==> src/rtl/lrn_pkg.sv <==
// Shared types for the LRN padding unit: FSM state encoding and the zero word
// written to every border location.
package lrn_pkg;

   typedef enum logic [1:0] {
      IDLE  = 2'd0,
      SETUP = 2'd1,
      WRITE = 2'd2,
      DONE  = 2'd3
   } pad_state_t;

   localparam int PAD_DATA_WIDTH = 16;
   localparam logic [PAD_DATA_WIDTH-1:0] PAD_ZERO = '0;

endpackage

==> src/rtl/lrn_pad_index_gen.sv <==
// Border-address walker: h innermost, then w, m, n. Interior columns jump
// straight over the mapper-written rows so every step lands on a border word.
module lrn_pad_index_gen #(
   parameter int N_WIDTH        = 2,
   parameter int M_WIDTH        = 10,
   parameter int E_WIDTH        = 6,
   parameter int F_WIDTH        = 6,
   parameter int V_WIDTH        = 2,
   parameter int ADDR_BUS_WIDTH = 20
) (
   input  logic                       clk_i,
   input  logic                       reset_i,
   input  logic                       clear_i,
   input  logic                       step_i,
   input  logic [N_WIDTH-1:0]         dim4_i,
   input  logic [M_WIDTH-1:0]         dim3_i,
   input  logic [E_WIDTH-1:0]         dim2_i,
   input  logic [F_WIDTH-1:0]         dim1_i,
   input  logic [V_WIDTH-1:0]         pad_i,
   input  logic [E_WIDTH-1:0]         p2_i,
   input  logic [F_WIDTH-1:0]         p1_i,
   input  logic [E_WIDTH+F_WIDTH-1:0] plane_i,
   output logic [ADDR_BUS_WIDTH-1:0]  addr_o,
   output logic                       last_o
);

   localparam logic [N_WIDTH-1:0] N_ONE = 1;
   localparam logic [M_WIDTH-1:0] M_ONE = 1;
   localparam logic [E_WIDTH-1:0] E_ONE = 1;
   localparam logic [F_WIDTH-1:0] F_ONE = 1;

   logic [E_WIDTH-1:0] h_q, h_d;
   logic [F_WIDTH-1:0] w_q, w_d;
   logic [M_WIDTH-1:0] m_q, m_d;
   logic [N_WIDTH-1:0] n_q, n_d;
   logic [ADDR_BUS_WIDTH-1:0] plane_base_q, plane_base_d;
   logic [ADDR_BUS_WIDTH-1:0] col_base_q, col_base_d;
   logic [ADDR_BUS_WIDTH-1:0] addr_q, addr_d;

   logic [E_WIDTH-1:0] pad_e, h_hi;
   logic [F_WIDTH-1:0] pad_f, w_hi;
   logic interior_col, last_h, last_w, last_m, last_n;

   always_comb begin
      pad_e        = E_WIDTH'(pad_i);
      pad_f        = F_WIDTH'(pad_i);
      h_hi         = dim2_i + pad_e;
      w_hi         = dim1_i + pad_f;
      interior_col = (w_q >= pad_f) && (w_q < w_hi);
      last_h       = (h_q == p2_i - E_ONE);
      last_w       = (w_q == p1_i - F_ONE);
      last_m       = (m_q == dim3_i - M_ONE);
      last_n       = (n_q == dim4_i - N_ONE);

      h_d          = h_q;
      w_d          = w_q;
      m_d          = m_q;
      n_d          = n_q;
      plane_base_d = plane_base_q;
      col_base_d   = col_base_q;

      if (interior_col && (h_q == pad_e - E_ONE)) begin
         h_d = h_hi;
      end else if (last_h) begin
         h_d = '0;
         if (last_w) begin
            w_d          = '0;
            col_base_d   = '0;
            plane_base_d = plane_base_q + ADDR_BUS_WIDTH'(plane_i);
            if (last_m) begin
               m_d = '0;
               n_d = n_q + N_ONE;
            end else begin
               m_d = m_q + M_ONE;
            end
         end else begin
            w_d        = w_q + F_ONE;
            col_base_d = col_base_q + ADDR_BUS_WIDTH'(p2_i);
         end
      end else begin
         h_d = h_q + E_ONE;
      end

      addr_d = plane_base_d + col_base_d + ADDR_BUS_WIDTH'(h_d);
   end

   always_ff @(posedge clk_i) begin
      if (reset_i || clear_i) begin
         h_q          <= '0;
         w_q          <= '0;
         m_q          <= '0;
         n_q          <= '0;
         plane_base_q <= '0;
         col_base_q   <= '0;
         addr_q       <= '0;
      end else if (step_i) begin
         h_q          <= h_d;
         w_q          <= w_d;
         m_q          <= m_d;
         n_q          <= n_d;
         plane_base_q <= plane_base_d;
         col_base_q   <= col_base_d;
         addr_q       <= addr_d;
      end
   end

   assign addr_o = addr_q;
   assign last_o = last_n && last_m && last_w && last_h;

endmodule

==> src/rtl/unsigned_wallace_tree_multiplier.sv <==
// Unsigned combinational multiplier built from AND partial products reduced
// with 3:2 carry-save compressors and one final carry-propagate adder.
module unsigned_wallace_tree_multiplier #(
   parameter int A_WIDTH = 6,
   parameter int B_WIDTH = 6
) (
   input  logic [A_WIDTH-1:0]         a_i,
   input  logic [B_WIDTH-1:0]         b_i,
   output logic [A_WIDTH+B_WIDTH-1:0] product_o
);

   localparam int P_WIDTH = A_WIDTH + B_WIDTH;

   logic [P_WIDTH-1:0] sum_v;
   logic [P_WIDTH-1:0] carry_v;
   logic [P_WIDTH-1:0] pp_v;
   logic [P_WIDTH-1:0] tmp_v;

   always_comb begin
      sum_v   = '0;
      carry_v = '0;
      pp_v    = '0;
      tmp_v   = '0;
      for (int j = 0; j < B_WIDTH; j++) begin
         pp_v    = {{B_WIDTH{1'b0}}, a_i & {A_WIDTH{b_i[j]}}} << j;
         tmp_v   = sum_v ^ carry_v ^ pp_v;
         carry_v = ((sum_v & carry_v) | (sum_v & pp_v) | (carry_v & pp_v)) << 1;
         sum_v   = tmp_v;
      end
      product_o = sum_v + carry_v;
   end

endmodule

==> src/rtl/lrn_padding_unit.sv <==
// Zero-fills the border of the padded LRN output tensor in the GLB after the
// mapper has written the interior, then pulses padding_done.
//
// state | meaning
// IDLE  | waiting for start_padding; dims latched on start
// SETUP | padded sizes computed, walker cleared, zero-work check
// WRITE | one border word per accepted cycle
// DONE  | padding_done high for this single cycle
module lrn_padding_unit
   import lrn_pkg::*;
#(
   parameter int N_WIDTH        = 2,
   parameter int M_WIDTH        = 10,
   parameter int E_WIDTH        = 6,
   parameter int F_WIDTH        = 6,
   parameter int V_WIDTH        = 2,
   parameter int ADDR_BUS_WIDTH = 20,
   parameter int DATA_WIDTH     = PAD_DATA_WIDTH
) (
   input  logic                      core_clk,
   input  logic                      reset,
   input  logic                      start_padding,
   input  logic [N_WIDTH-1:0]        dim4,
   input  logic [M_WIDTH-1:0]        dim3,
   input  logic [E_WIDTH-1:0]        dim2,
   input  logic [F_WIDTH-1:0]        dim1,
   input  logic [V_WIDTH-1:0]        padding_num,
   input  logic                      w_ready,
   output logic [ADDR_BUS_WIDTH-1:0] w_addr,
   output logic [DATA_WIDTH-1:0]     w_data,
   output logic                      w_enable,
   output logic                      busy,
   output logic                      padding_done
);

   pad_state_t state_q;
   logic [N_WIDTH-1:0] dim4_q;
   logic [M_WIDTH-1:0] dim3_q;
   logic [E_WIDTH-1:0] dim2_q, p2_q, p2_calc;
   logic [F_WIDTH-1:0] dim1_q, p1_q, p1_calc;
   logic [V_WIDTH-1:0] pad_q;
   logic               w_enable_q, busy_q, done_q;
   logic [E_WIDTH+F_WIDTH-1:0] plane;
   logic               last, step, clear;

   assign p2_calc = dim2_q + E_WIDTH'({pad_q, 1'b0});
   assign p1_calc = dim1_q + F_WIDTH'({pad_q, 1'b0});
   assign step    = (state_q == WRITE) && w_ready;
   assign clear   = (state_q == SETUP);

   unsigned_wallace_tree_multiplier #(
      .A_WIDTH(F_WIDTH),
      .B_WIDTH(E_WIDTH)
   ) u_plane_mul (
      .a_i      (p1_q),
      .b_i      (p2_q),
      .product_o(plane)
   );

   lrn_pad_index_gen #(
      .N_WIDTH       (N_WIDTH),
      .M_WIDTH       (M_WIDTH),
      .E_WIDTH       (E_WIDTH),
      .F_WIDTH       (F_WIDTH),
      .V_WIDTH       (V_WIDTH),
      .ADDR_BUS_WIDTH(ADDR_BUS_WIDTH)
   ) u_index_gen (
      .clk_i  (core_clk),
      .reset_i(reset),
      .clear_i(clear),
      .step_i (step),
      .dim4_i (dim4_q),
      .dim3_i (dim3_q),
      .dim2_i (dim2_q),
      .dim1_i (dim1_q),
      .pad_i  (pad_q),
      .p2_i   (p2_q),
      .p1_i   (p1_q),
      .plane_i(plane),
      .addr_o (w_addr),
      .last_o (last)
   );

   always_ff @(posedge core_clk) begin
      if (reset) begin
         state_q    <= IDLE;
         dim4_q     <= '0;
         dim3_q     <= '0;
         dim2_q     <= '0;
         dim1_q     <= '0;
         pad_q      <= '0;
         p1_q       <= '0;
         p2_q       <= '0;
         w_enable_q <= 1'b0;
         busy_q     <= 1'b0;
         done_q     <= 1'b0;
      end else begin
         done_q <= 1'b0;
         case (state_q)
            IDLE: begin
               if (start_padding) begin
                  dim4_q  <= dim4;
                  dim3_q  <= dim3;
                  dim2_q  <= dim2;
                  dim1_q  <= dim1;
                  pad_q   <= padding_num;
                  busy_q  <= 1'b1;
                  state_q <= SETUP;
               end
            end
            SETUP: begin
               p1_q <= p1_calc;
               p2_q <= p2_calc;
               if (pad_q == '0 || dim3_q == '0 || dim4_q == '0) begin
                  busy_q  <= 1'b0;
                  done_q  <= 1'b1;
                  state_q <= DONE;
               end else begin
                  w_enable_q <= 1'b1;
                  state_q    <= WRITE;
               end
            end
            WRITE: begin
               if (w_ready && last) begin
                  w_enable_q <= 1'b0;
                  busy_q     <= 1'b0;
                  done_q     <= 1'b1;
                  state_q    <= DONE;
               end
            end
            DONE:    state_q <= IDLE;
            default: state_q <= IDLE;
         endcase
      end
   end

   assign w_data       = DATA_WIDTH'(PAD_ZERO);
   assign w_enable     = w_enable_q;
   assign busy         = busy_q;
   assign padding_done = done_q;

endmodule

==> config.mk <==
export PLATFORM = sky130hd
export DESIGN_NAME = lrn_padding_unit
export DESIGN_NICKNAME = d
export VERILOG_FILES = /design/src/rtl/lrn_pkg.sv /design/src/rtl/lrn_pad_index_gen.sv /design/src/rtl/unsigned_wallace_tree_multiplier.sv /design/src/rtl/lrn_padding_unit.sv
export SDC_FILE = /design/constraint.sdc
export NUM_CORES = 1
export LEC_CHECK = 0
export CELL_PAD_IN_SITES_DETAIL_PLACEMENT = 0
export CELL_PAD_IN_SITES_GLOBAL_PLACEMENT = 1
export CORE_MARGIN = 10
export CORE_UTILIZATION = 25
export DETAILED_ROUTE_END_ITERATION = 10
export GPL_ROUTABILITY_DRIVEN = 0
export PLACE_DENSITY = 0.59
export SYNTH_ARGS = -nofsm -noshare
export SYNTH_HDL_FRONTEND = slang
export SYNTH_SLANG_ARGS = --single-unit
==> constraint.sdc <==
create_clock -name core_clk -period 6.8 [get_ports core_clk]
set_clock_uncertainty 0.2 [all_clocks]
set_input_delay 0.68 -clock core_clk [delete_from_list [all_inputs] [get_ports core_clk]]
set_output_delay 0.68 -clock core_clk [all_outputs]
set_load 0.02 [all_outputs]
-- Yosys cells after proc, flatten, opt, wreduce, memory -nomap -nowiden
Cells that the tools add are included.
- register bits: 127
- logic and storage cells: 133
- add/subtract/negate cells: 18
- magnitude comparators: 2
- eq/ne operators: 12
- mux-type cells: 23
- bitwise logic cells: 37
- reductions and logical operators: 23
- operators with widths (operator ; count):
    two-way mux 20 bit ; 6
    bitwise OR 11 bit ; 8
    bitwise AND 11 bit ; 6
    bitwise XOR 12 bit ; 4
    adder 20 x 6 -> 20 bit ; 2
    bitwise AND 6 bit ; 6
    bitwise AND 11 x 10 -> 11 bit ; 2
    bitwise AND 11 x 8 -> 11 bit ; 2
    bitwise AND 11 x 9 -> 11 bit ; 2
    adder 20 x 12 -> 20 bit ; 1
    adder 20 bit ; 1
    equality test 6 bit ; 3
    two-way mux 6 bit ; 3
    adder 12 bit ; 1
    adder 6 x 1 -> 6 bit, second input constant ; 2
    adder 6 x 2 -> 6 bit ; 2
    adder 6 x 3 -> 6 bit ; 2
    subtractor 6 x 1 -> 6 bit, second input constant ; 2
    bitwise XOR 12 x 10 -> 12 bit ; 1
    bitwise XOR 12 x 11 -> 12 bit ; 1
    bitwise XOR 12 x 8 -> 12 bit ; 1
    bitwise XOR 12 x 9 -> 12 bit ; 1
    adder 10 x 1 -> 10 bit, second input constant ; 1
    equality test 10 bit ; 1
    30 further kinds ; 54

-- Depth between registers and ports, before layout
- word-level depth: 21
- mapped depth: 34
- gate-level depth less buffers: 33

-- Hierarchy
Synthesis repeated with hierarchy kept, for this count alone.
- cell total of the unflattened synthesis: 1224
- area, all modules: 9902.0 µm²
- modules (own cells, without submodules) (module ; times used ; cells each ; area an instance (µm²)):
    lrn_pad_index_gen ; 1 ; 875 ; 6954.2
    lrn_padding_unit ; 1 ; 241 ; 2026.9
    unsigned_wallace_tree_multiplier ; 1 ; 108 ; 920.9

-- Least setup slack after synthesis
No wires, ideal clock.
- path kind: reg2reg
- start: reg p1_q[4]
- end: reg u_index_gen.addr_q[18] (netlist: u_index_gen.addr_o[18])
- setup time: 132 ps
- arrival: 7029 ps
- slack: -561 ps
- cell stages (with the launch flop): 30
- period minus slack after synthesis: 7361 ps
- path through: dfxtp_1 clkbuf_1 and2_1 ha_1 inv_1 fa_1 fa_1 fa_1 inv_1 fa_1 ha_1 fa_1 xor2_1 ha_1 nand2_1 or4_1 a31oi_1 a211oi_1 a21o_1 ha_1 ha_1 and3_1 a31oi_1 o21ai_0 or3_1 a311oi_1 o31ai_1 xor2_1 nand2_1 a21oi_1
- cells in the longest elaborated chain, start to end: 21
- elaborated cells between the ends (all ways): 48
- classes of those cells: add/sub (5); eq/ne (1); mux (6); bitwise (36)
- RTL lines (item ; RTL line ; text):
    from (decl) ; lrn_padding_unit.sv:40 ; logic [F_WIDTH-1:0] dim1_q, p1_q, p1_calc;
    from (signal assigned) ; lrn_padding_unit.sv:112 ; p1_q <= p1_calc;
    bitwise AND 6 bit ; unsigned_wallace_tree_multiplier.sv:25 ; pp_v = {{B_WIDTH{1'b0}}, a_i & {A_WIDTH{b_i[j]}}} << j;
    bitwise XOR 6 x 7 -> 7 bit or bitwise AND 6 x 7 -> 7 bit (tied branches) ; unsigned_wallace_tree_multiplier.sv:26, unsigned_wallace_tree_multiplier.sv:27 ;
    bitwise AND 11 bit or bitwise AND 11 x 8 -> 11 bit (tied branches) ; unsigned_wallace_tree_multiplier.sv:27 ; carry_v = ((sum_v & carry_v) | (sum_v & pp_v) | (carry_v & pp_v)) << 1;
    bitwise OR 11 bit (2 in a row) ; unsigned_wallace_tree_multiplier.sv:27 ;
    bitwise AND 11 bit ; unsigned_wallace_tree_multiplier.sv:27 ;
    bitwise OR 11 bit (2 in a row) ; unsigned_wallace_tree_multiplier.sv:27 ;
    bitwise AND 11 bit ; unsigned_wallace_tree_multiplier.sv:27 ;
    bitwise OR 11 bit (2 in a row) ; unsigned_wallace_tree_multiplier.sv:27 ;
    [... 3 more ...] ; -- ;
    adder 12 bit ; unsigned_wallace_tree_multiplier.sv:30 ; product_o = sum_v + carry_v;
    adder 20 x 12 -> 20 bit ; lrn_pad_index_gen.sv:69 ; plane_base_d = plane_base_q + ADDR_BUS_WIDTH'(plane_i);
    two-way mux 20 bit (*) ; lrn_pad_index_gen.sv:66 ; if (last_w) begin
    two-way mux 20 bit (*) ; lrn_pad_index_gen.sv:64 ; end else if (last_h) begin
    two-way mux 20 bit (*) ; lrn_pad_index_gen.sv:62 ; if (interior_col && (h_q == pad_e - E_ONE)) begin
    via u_index_gen.plane_base_d[11] ; lrn_pad_index_gen.sv:36 ; logic [ADDR_BUS_WIDTH-1:0] plane_base_q, plane_base_d;
    adder 20 bit (*) ; lrn_pad_index_gen.sv:84 ; addr_d = plane_base_d + col_base_d + ADDR_BUS_WIDTH'(h_d);
    adder 20 x 6 -> 20 bit (*) ; lrn_pad_index_gen.sv:84 ;
    to (signal assigned) ; lrn_pad_index_gen.sv:103 ; addr_q <= addr_d;
    to (decl) ; lrn_pad_index_gen.sv:38 ; logic [ADDR_BUS_WIDTH-1:0] addr_q, addr_d;
Mark *: on every way through the listed nets, which the timed path passes. The rest lies on a longest branch.
A chain may end at the register's enable or synchronous reset.

-- Worst setup path in the final report
- start: reg p2_q[1]
- end: reg u_index_gen.addr_q[18] (netlist: u_index_gen.addr_o[18])
- cells in the longest elaborated chain, start to end: 21
- elaborated cells between the ends (all ways): 46
- classes of those cells: add/sub (6); eq/ne (1); mux (8); bitwise (31)
- RTL lines (item ; RTL line ; text):
    from (decl) ; lrn_padding_unit.sv:39 ; logic [E_WIDTH-1:0] dim2_q, p2_q, p2_calc;
    from (signal assigned) ; lrn_padding_unit.sv:113 ; p2_q <= p2_calc;
    bitwise AND 6 bit ; unsigned_wallace_tree_multiplier.sv:25 ;
    bitwise XOR 6 x 7 -> 7 bit or bitwise AND 6 x 7 -> 7 bit (tied branches) ; unsigned_wallace_tree_multiplier.sv:26, unsigned_wallace_tree_multiplier.sv:27 ;
    bitwise AND 11 bit or bitwise AND 11 x 8 -> 11 bit (tied branches) ; unsigned_wallace_tree_multiplier.sv:27 ;
    bitwise OR 11 bit (2 in a row) ; unsigned_wallace_tree_multiplier.sv:27 ;
    bitwise AND 11 bit ; unsigned_wallace_tree_multiplier.sv:27 ;
    bitwise OR 11 bit (2 in a row) ; unsigned_wallace_tree_multiplier.sv:27 ;
    bitwise AND 11 bit ; unsigned_wallace_tree_multiplier.sv:27 ;
    bitwise OR 11 bit (2 in a row) ; unsigned_wallace_tree_multiplier.sv:27 ;
    [... 3 more ...] ; -- ;
    adder 12 bit ; unsigned_wallace_tree_multiplier.sv:30 ;
    adder 20 x 12 -> 20 bit ; lrn_pad_index_gen.sv:69 ;
    two-way mux 20 bit ; lrn_pad_index_gen.sv:66 ;
    two-way mux 20 bit (*) ; lrn_pad_index_gen.sv:64 ;
    two-way mux 20 bit (*) ; lrn_pad_index_gen.sv:62 ;
    via u_index_gen.plane_base_d[11] ; lrn_pad_index_gen.sv:36 ;
    adder 20 bit (*) ; lrn_pad_index_gen.sv:84 ;
    adder 20 x 6 -> 20 bit (*) ; lrn_pad_index_gen.sv:84 ;
Marks and branches as above.

==> metrics.md <==
| Metric | Value |
|---|---|
| Status | complete, but fails checks |
| Failing checks | negative setup slack |
| Total die area | just under 50000 um2 |
| Average wire per standard cell | around 15 um |
| WL final | about 29000 um |
| Chip Height | 219 um |
| Slew @ Worst Pin | slightly below 900 ps |
| Synth area leaders | dfxtp_1 26%, ha_1 11%, nand2_1 7.0% |
| Clock period minus worst slack | 7060 ps |
| Critical setup path kind | reg -> reg |
| Crit. End Element | register |
| Vias per cell | 4.66 |
| H-tree levels | 4 |
| MaxCap Viol Count | 0 |
| Post-synth top area cell | dfxtp_1 |
| Cell area after layout | 12500 um2 |
| Hold WS | 249 ps |
| Max Root-Sink Buffers | 2 |
| Max IR drop VDD | slightly above 0.0002 V |
| Slowest stage delay, CP | about 600 ps |
| Critical Path Sink | u_index_gen.addr_o[18] |
| Hold Crit Depth | 2 |
| Synth warn | 0 |
| Antenna cells | 0 |
| Number of core rows | between 70 and 80 |
| WP data required | approximately 7000 ps |
| Post-synth top area share | 0.256 |
| Total number of vias | between 8000 and 9000 |
| DR pass1 iterations | 4 |
| Setup slack, reg-to-reg | -260 ps |
| Num CTS Buffers | 17 |
| FFs w/ async S/R, synth | 0 |
| FF-to-FF End | u_index_gen.addr_o[18] |
| Initial antenna violation count | 0 |
| Final ANT Viol Nets | 0 |
| Reg2Reg Launch Point | p2_q[1] |
| Final slew viol count | 0 |
| Synth Area per Inst | ~8 um2 |
| # hold bufs at CTS | 0 |
| Clock Root Buffer | clkbuf_16 |
| Synth unique cells | 65 |
| CTS tree | built |
| RSZ-0062 raised after global routing | true |
| First-pass GRT wire length | between 40000 and 50000 um |
| Gate Count Post-Synth | roughly 1300 |
| Ys flop type | dfxtp_1 |
| Initial core utilization | 0.255 |
| Tot Pwr | ~2.8 mW |
| Tot GR Track Use | 0.122 |
| Worst EP arrival | approximately 7100 ps |
| Fmax | ~140 MHz |
| Core area | slightly below 40000 um2 |
| Most frequent cell on the critical path | ha_4 |
| Post-synthesis sequential area ratio | 0.256 |
| # IOs | 69 |
| Power Density | ~230 nW/um2 |
| Slowest CP cell | fa_2 |
| Final worst-path cycle share | 1.04 |
| Worst Hold Class | reg -> reg |
| Worst-Skew Late Latency | 440 ps |
| Post-Place Cell Area | 11600 um2 |
| CTS clk-pin slew, worst paths | ~60 ps |
| Setup crit start | p2_q[1] |
| Final Hold Vio Count | 0 |
| Vias in the first global route | about 8900 |
| Area grow syn2layout | 25.4% |
| Max FO, Critical Path | 5 |
| Largest net degree at the start of global routing | 62 |
| Setup WS post-layout | -256 ps |
| Startpoint Class | register |
| Die W | between 200 and 250 um |
| Remaining Overflow, GRT | 0 |
| Final setup fails | 4 |
| DRC Markers | 0 |
| # port buffers | 52 |
| DR iter-0 viols | 313 |
| Post-synthesis instance area | around 9900 um2 |
| # nets final | 1527 |
| Synth Register Bits | 127 |
| Rel. slew slack | 0.403 |
| EDFF count, synth | 0 |
| R2R depth | 28 |
| Clk sinks | 127 |
| DP HPWL | around 22000 um |
| Layout cells sized above 1 | 0.141 |
| Pleak | 4.99 nW |
[placed cells by master, fill, tap and decap left out, types with 4 or more instances in the layout]
cell             netlist  layout
a21oi_2                0       8
buf_4                 17      91
a21o_1                14      14
or4_1                  6       5
o21ai_0               43      37
a211oi_1              26      25
a21oi_1              124     114
o21ai_1                1       6
xnor2_1               56      52
ha_4                   0      11
nand2b_1              11      11
nand3_1               32      32
nor3_1                22      21
nor2_1               134     133
and2_1                21      18
fa_1                  34      26
xor2_1                49      49
and3_1                 9       8
nor3b_1                4       4
nor4_1                 6       4
clkbuf_16              0      17
nand4_1               21      21
a31oi_1                8       6
a22oi_1                4       4
or3_1                 23      22
inv_2                  1       5
fa_2                   0       8
o31ai_1                7       6
ha_1                  89      76
xnor2_2                0       4
inv_1                 64      60
nand2_1              185     182
mux2i_1               14      14
bufinv_16              0       5
nor2b_1               10      10
o21a_1                 7       7
dfxtp_1              127     125
conb_1                 1      16
clkdlybuf4s50_1        0      51
a311oi_1               5       4
[flip-flops by register name (all words and copies together) (netlist names)]
register                  cells
u_index_gen.n_q               2
u_index_gen.col_base_q       20
u_index_gen.w_q               6
dim1_q                        6
state_q                       2
u_index_gen.m_q              10
u_index_gen.plane_base_q     20
dim3_q                       10
w_enable                      1
u_index_gen.addr_o           20
u_index_gen.h_q               6
dim2_q                        6
p2_q                          6
p1_q                          6
dim4_q                        2
pad_q                         2
busy                          1
padding_done                  1
[cell type report]
| class | instances | area, um2 |
|---|---|---|
| tap | 518 | 648 |
| fill | 4179 | 26500 |
| sequential | 127 | 2550 |
| inverter | 65 | 244 |
| timing repair buffer | 144 | 1210 |
| clock buffer | 20 | 447 |
| clock inverter | 11 | 189 |
| multi-input combinational | 1019 | 7170 |
[metrics by stage]
| step | setup TNS [ps] | worst slack, ps | std cells | utilization |
|---|---|---|---|---|
| final | -716 | -256 | 1904 | 0.319 |
| after global routing | -2870 | -599 | 1904 | 0.319 |
| after CTS | -491 | -177 | 1906 | 0.317 |
| after detailed placement | -1350 | -353 | 1869 | 0.296 |
| after global placement | -892 | -257 | 1869 | 0.296 |
| after floorplan | -41.9 | -32.9 | 1292 | - |
[worst min path at each step]
stage | endpoint | slack, ps | from
after floorplan | dim4_q[1] | 240 | dim4_q[1]
after global placement | u_index_gen.addr_o[11] | 240 | u_index_gen.addr_o[11]
after detailed placement | u_index_gen.addr_o[11] | 240 | u_index_gen.addr_o[11]
after CTS | u_index_gen.addr_o[11] | 250 | u_index_gen.addr_o[11]
after global routing | u_index_gen.addr_o[10] | 270 | u_index_gen.addr_o[10]
final | u_index_gen.addr_o[14] | 250 | u_index_gen.addr_o[14]
[critical path: cells and delay by family (launching register included)]
kind / cells / cell delay [ps]
adder cells (fa/ha/maj): 10 / 3470
AO/OA/AOI/OAI: 9 / 1350
AND/OR/NAND/NOR: 5 / 1100
flip-flops: 1 / 360
XOR/XNOR: 2 / 310
buffers and inverters: 2 / 90
[routing by layer]
metal	GRT usage	vias to the layer above	wire (um)	share of wire
met2	0.204	108	13400	0.47
met4	0.0423	0	501	0.017
met1	0.155	4203	14000	0.49
met3	0.0235	22	825	0.029
met5	0	-	0	0
li1	-	4532	-	-
[repair_timing]
item / 4_1_cts / 5_1_grt
buffers inserted: 6 / 1
resized for setup: 25 / 20
cloned: 0 / 0
pin swaps: 40 / 28
setup endpoints to repair: 6 / 9
[cells in the mapped netlist (10+ instances only)]
cell / n
nand2_1: 185
nor2_1: 134
dfxtp_1: 127
a21oi_1: 124
ha_1: 89
inv_1: 64
xnor2_1: 56
xor2_1: 49
clkbuf_1: 45
o21ai_0: 43
fa_1: 34
nand3_1: 32
a211oi_1: 26
or3_1: 23
nor3_1: 22
and2_1: 21
nand4_1: 21
buf_4: 17
a21o_1: 14
mux2i_1: 14
nand2b_1: 11
buf_2: 10
nor2b_1: 10
[power by group]
part	switching (mW)	total, mW	internal, mW
clock	0.368	1.02	0.656
sequential	0.0845	0.896	0.812
combinational	0.543	0.895	0.353
[logic make-up after synthesis]
group           count (synthesis)  synth area share
compound gates                265             0.162
xor+xnor                      105            0.0925
fa+ha+maj                     123             0.181
buf+inv                       146            0.0647
flops                         127             0.256
mux                            15            0.0152
other cells                     1          0.000377
simple gates                  495             0.229
No activity file was read; power rests on OpenSTA's default activity.
